File: src/rtl/universal_shift_reg.sv
// ---------------------------------------------------------------------------
// universal_shift_reg
//
// WIDTH-bit universal shift register with true and complementary outputs.
// Single-cycle commands: hold, parallel load and clear. Multi-cycle commands:
// shift left, shift right, rotate left, rotate right and mode 110. A
// multi-cycle command moves the word one bit per clock for a programmable
// number of steps.
//
// Handshake (valid/ready):
//   start/mode/amount/din form the command. The command is taken on a rising
//   clk edge when start=1 and busy=0, so busy=0 acts as "ready". While busy=1,
//   start is ignored and mode/amount/din are not sampled. done pulses for
//   exactly one cycle when a command completes. A new start may be presented
//   in the same cycle that done is high.
//
// Optional feature (compile-time macro USR_ASR_EN):
//   defined   -> mode 110 is an arithmetic shift right (the MSB is replicated)
//   undefined -> mode 110 behaves exactly like SHR (sin_l enters the MSB)
//
// Ports:
//   clk     in   rising-edge clock
//   rst_n   in   asynchronous active-low reset
//   start   in   command strobe, sampled when idle
//   mode    in   3-bit command code, sampled with start
//   amount  in   CNT_W-bit shift count, sampled with start (saturates at WIDTH)
//   din     in   WIDTH-bit parallel load data
//   sin_l   in   serial input entering the MSB (SHR), sampled on every step
//   sin_r   in   serial input entering the LSB (SHL), sampled on every step
//   q       out  register contents
//   q_n     out  bitwise complement of q
//   sout_l  out  q[WIDTH-1]
//   sout_r  out  q[0]
//   busy    out  multi-cycle shift in progress (FSM is in SHIFT)
//   done    out  one-cycle completion pulse
// ---------------------------------------------------------------------------
module universal_shift_reg #(
    parameter int WIDTH = 8,
    localparam int CNT_W = $clog2(WIDTH + 1)
) (
    input  logic             clk,
    input  logic             rst_n,
    input  logic             start,
    input  logic [2:0]       mode,
    input  logic [CNT_W-1:0] amount,
    input  logic [WIDTH-1:0] din,
    input  logic             sin_l,
    input  logic             sin_r,
    output logic [WIDTH-1:0] q,
    output logic [WIDTH-1:0] q_n,
    output logic             sout_l,
    output logic             sout_r,
    output logic             busy,
    output logic             done
);

    localparam logic [2:0] M_HOLD  = 3'b000;
    localparam logic [2:0] M_LOAD  = 3'b001;
    localparam logic [2:0] M_SHL   = 3'b010;
    localparam logic [2:0] M_SHR   = 3'b011;
    localparam logic [2:0] M_ROL   = 3'b100;
    localparam logic [2:0] M_ROR   = 3'b101;
    localparam logic [2:0] M_ASR   = 3'b110;
    localparam logic [2:0] M_CLEAR = 3'b111;

    localparam logic [CNT_W-1:0] WIDTH_C = CNT_W'(WIDTH);
    localparam logic [CNT_W-1:0] ONE_C   = CNT_W'(1);

    typedef enum logic {
        IDLE  = 1'b0,
        SHIFT = 1'b1
    } state_t;

    state_t           state;
    state_t           state_nx;
    logic [CNT_W-1:0] count;
    logic [CNT_W-1:0] count_nx;
    logic [2:0]       smode;
    logic [2:0]       smode_nx;
    logic [WIDTH-1:0] q_r;
    logic [WIDTH-1:0] q_nx;
    logic             done_r;
    logic             done_nx;

    // One single-bit move of the word for a shift/rotate mode.
    function automatic logic [WIDTH-1:0] step_one(
        input logic [2:0]       m,
        input logic [WIDTH-1:0] v,
        input logic             sl,
        input logic             sr
    );
        logic [WIDTH-1:0] r;
        r = v;
        case (m)
            M_SHL: r = {v[WIDTH-2:0], sr};
            M_SHR: r = {sl, v[WIDTH-1:1]};
            M_ROL: r = {v[WIDTH-2:0], v[WIDTH-1]};
            M_ROR: r = {v[0], v[WIDTH-1:1]};
`ifdef USR_ASR_EN
            M_ASR: r = {v[WIDTH-1], v[WIDTH-1:1]};
`else
            M_ASR: r = {sl, v[WIDTH-1:1]};
`endif
            default: r = v;
        endcase
        return r;
    endfunction

    // State register (FSM state plus datapath registers).
    always_ff @(posedge clk or negedge rst_n) begin
        if (!rst_n) begin
            state  <= IDLE;
            count  <= '0;
            smode  <= M_HOLD;
            q_r    <= '0;
            done_r <= 1'b0;
        end else begin
            state  <= state_nx;
            count  <= count_nx;
            smode  <= smode_nx;
            q_r    <= q_nx;
            done_r <= done_nx;
        end
    end

    // Next-state logic.
    always_comb begin
        state_nx = state;
        count_nx = count;
        smode_nx = smode;
        q_nx     = q_r;
        done_nx  = 1'b0;
        case (state)
            IDLE: begin
                if (start) begin
                    case (mode)
                        M_HOLD: done_nx = 1'b1;
                        M_LOAD: begin
                            q_nx    = din;
                            done_nx = 1'b1;
                        end
                        M_CLEAR: begin
                            q_nx    = '0;
                            done_nx = 1'b1;
                        end
                        default: begin
                            // Zero-length shift completes at once with q untouched.
                            if (amount == '0) begin
                                done_nx = 1'b1;
                            end else begin
                                state_nx = SHIFT;
                                smode_nx = mode;
                                count_nx = (amount > WIDTH_C) ? WIDTH_C : amount;
                            end
                        end
                    endcase
                end
            end
            SHIFT: begin
                // count is at least 1 here; the step taken at count==1 is the last.
                q_nx     = step_one(smode, q_r, sin_l, sin_r);
                count_nx = count - ONE_C;
                if (count == ONE_C) begin
                    state_nx = IDLE;
                    done_nx  = 1'b1;
                end
            end
            default: state_nx = IDLE;
        endcase
    end

    // Output logic.
    always_comb begin
        busy   = (state == SHIFT);
        done   = done_r;
        q      = q_r;
        q_n    = ~q_r;
        sout_l = q_r[WIDTH-1];
        sout_r = q_r[0];
    end

endmodule

File: config.mk
export PLATFORM = sky130hd
export DESIGN_NAME = universal_shift_reg
export DESIGN_NICKNAME = d
export VERILOG_FILES = /design/src/rtl/universal_shift_reg.sv
export SDC_FILE = /design/constraint.sdc
export NUM_CORES = 1
export LEC_CHECK = 0
export ABC_AREA = 0
export CAP_MARGIN = 20
export CORE_MARGIN = 1.5
export CORE_UTILIZATION = 35
export DETAILED_ROUTE_END_ITERATION = 10
export PLACE_DENSITY = 0.74
export RECOVER_POWER = 25
export SETUP_SLACK_MARGIN = 0.1
export SLEW_MARGIN = 30
export SYNTH_ARGS = -nofsm -noshare
export SYNTH_HDL_FRONTEND = slang
export SYNTH_SLANG_ARGS = --single-unit
File: constraint.sdc
create_clock -name clk -period 3.46 [get_ports clk]
set_input_delay 0.692 -clock clk [delete_from_list [all_inputs] [get_ports clk]]
set_output_delay 0.692 -clock clk [all_outputs]
set_load 0.05 [all_outputs]
==> metrics.txt <==
status=completed; Arr. time, crit path=1.62 ns; # Post-CTS Setup Buffers=0; top-area cell type share of the netlist area=a little under a third; GRT Util Overall=15.5%; hold path start=count[0]$_DFFE_PN0P_; multi-input logic area=a little over 800 sq um; Syn Inst Count=148; initial antenna violation count=0; Max Slew Vio Count=0; die height=approximately 65 um; first-pass GRT wire length=5180 um; fraction of layout cells with a size suffix above 1=11.0%; I/O pins=40; CTS tree=built; CP cell instances=inv_1 > clkdlybuf4s50_1; # nets final=204; Avg Inst Size Synth=9.09 sq um; clock transition at the registers of the reported paths=0.07 ns; Die Wd=65.0 um; cell area after synthesis=1350 sq um; Slew @ Worst Pin=0.782 ns; drt pass-1 iters=4; DR vias/cell=5.48; Period minus WS final=roughly 2.3 ns; number of routed nets with antenna violations=0; MaxCap Viol Count=0; syn_nets=170; dpl hpwl=between 2000 and 2500 um; cell depth of the worst setup path=2; cts repair resizes=0; row count=22; Seq/Total Area, Yosys=31.6%; Synth Warn #=0; hold depth=1; Worst R2R End=q[0]$_DFFE_PN0P_; Synth Register Bits=17; final WL=3150 um; endpoints failing setup=0; largest net degree at the start of global routing=25; skew final=0.00456 ns; core area=3690 sq um; DRC Markers=0; top post-synthesis cells by area=dfrtp_1, mux2i_1, nand2_1, o221ai_1, nand2b_1; die area=around 4200 sq um; post-synth cell types=45; GP Congestion=0.786; leading area contributor after synthesis=dfrtp_1; WL per Instance=13.7 um; vias in the first global route=roughly 1100; CTS Sinks=17; fmax=around 430 MHz; worst path buffer plus inverter count=2; Post-synth EDFFs=0; commonest cells in the netlist=dfrtp_1, nand2_1, inv_1; Final Hold Fails=0; critical path class=reg2out; Reg2Reg Depth=4; RSZ-0062 raised after global routing=no; startpoint types=flop; starting density of the core=36.5%; Clock Path Buffers=2; Worst-Skew Late Latency=0.24 ns; Fillers=359; Slew HR=between 40% and 50%; Overflow after GRT=0; Top FF cell, synth=dfrtp_1; Worst Hold Class=reg2reg; ys async rst share=100%; total vias in the final route=1256; Iter 0 DRT Violations=57; RR Startpoint=smode[1]$_DFFE_PN0P_; TritonCTS Buffers=3; Sequential Area=425 sq um; number of H-tree branching levels=1; CP max FO=6; Critical Path End Type=output port; diode count=0; CP max stage cell=clkdlybuf4s50_1; CP delay by family, top=buffers and inverters; Hold EP=count[0]$_DFFE_PN0P_; number of buffers added on ports=39; Critical Path RT=2.77 ns; Root Buffer=clkbuf_8; Area Overhead vs Synth=32.6%; register-to-register setup slack=1.29 ns; Max stage delay on crit path=0.81 ns; crit share post-route=67.0%; CTS Hold Bufs=0; Setup TNS Final=0 ns
-- logic make-up after synthesis --
| kind of cell | count (synthesis) | share of synthesized area [%] |
|---|---|---|
| xor+xnor | 4 | 2.60 |
| buf+inv | 21 | 7.72 |
| simple gates | 46 | 19.4 |
| mux | 14 | 11.7 |
| flops | 17 | 31.6 |
| fa+ha+maj | 3 | 2.60 |
| compound gates | 43 | 24.3 |
-- cells in the final DEF (no fill, tap or decap), types with 2 or more instances in the layout --
cell type        instances
and2b_2                  2
o21ai_0                  7
xor2_1                   4
nor3b_1                  2
nand3_1                  2
o211ai_1                 3
inv_1                   10
mux2_2                   2
a31o_2                   3
clkbuf_8                 3
ha_1                     2
o22a_1                   4
nor3_1                   5
nand2_1                 17
clkdlybuf4s50_1         38
a31oi_1                  6
mux2_4                   3
nand2b_1                 8
dfrtp_1                 17
o221ai_1                 6
a21oi_1                  5
mux2i_1                  9
-- metrics by stage --
stage,instance area [sq um],hold WS [ns],instances,setup slack (ns),util (%)
6_report,1780,0.551,229,1.14,48.3
2_1_floorplan,1350,0.396,148,1.58,-
3_5_place_dp,1740,0.546,225,0.924,47.1
3_3_place_gp,1740,0.543,225,0.993,47.1
4_1_cts,1780,0.559,229,1.14,48.3
5_1_grt,1780,0.580,229,1.01,48.3
-- routing by layer --
| metal | part of all wire, % | GRT usage [%] | vias to the layer above | wire, um |
|---|---|---|---|---|
| met5 | 0 | 0 | - | 0 |
| met4 | 1.3 | 4.26 | 0 | 42 |
| met3 | 4.9 | 2.78 | 4 | 154 |
| met2 | 47 | 24.5 | 34 | 1480 |
| met1 | 47 | 21.6 | 604 | 1470 |
| li1 | - | - | 614 | - |
-- state kept, by name (all words and copies together), names as in the netlist --
register  count
q             8
done          1
busy          1
smode         3
count         4
-- area by class of cell --
type | instances | share of cell area [%]
timing repair buffer | 40 | 22.3
clock buffer | 3 | 2.32
tap | 48 | 3.37
multi-input combinational | 110 | 45.8
inverter | 10 | 2.11
clock inverter | 1 | 0.281
sequential | 17 | 23.9
-- worst max path at each step --
stage | start | to | slack (ns)
global route | mode[1] | q[4]$_DFFE_PN0P_ | 1.01
finish | q[6]$_DFFE_PN0P_ | q_n[6] | 1.14
global placement | mode[1] | q[3]$_DFFE_PN0P_ | 0.99
CTS | q[6]$_DFFE_PN0P_ | q_n[6] | 1.14
floorplan | amount[2] | smode[0]$_DFFE_PN0P_ | 1.58
detailed placement | mode[1] | q[7]$_DFFE_PN0P_ | 0.92
Power is left out: the tool's default activity adds up to more than one toggle a clock period on the data nets, which glitch-free logic cannot reach.
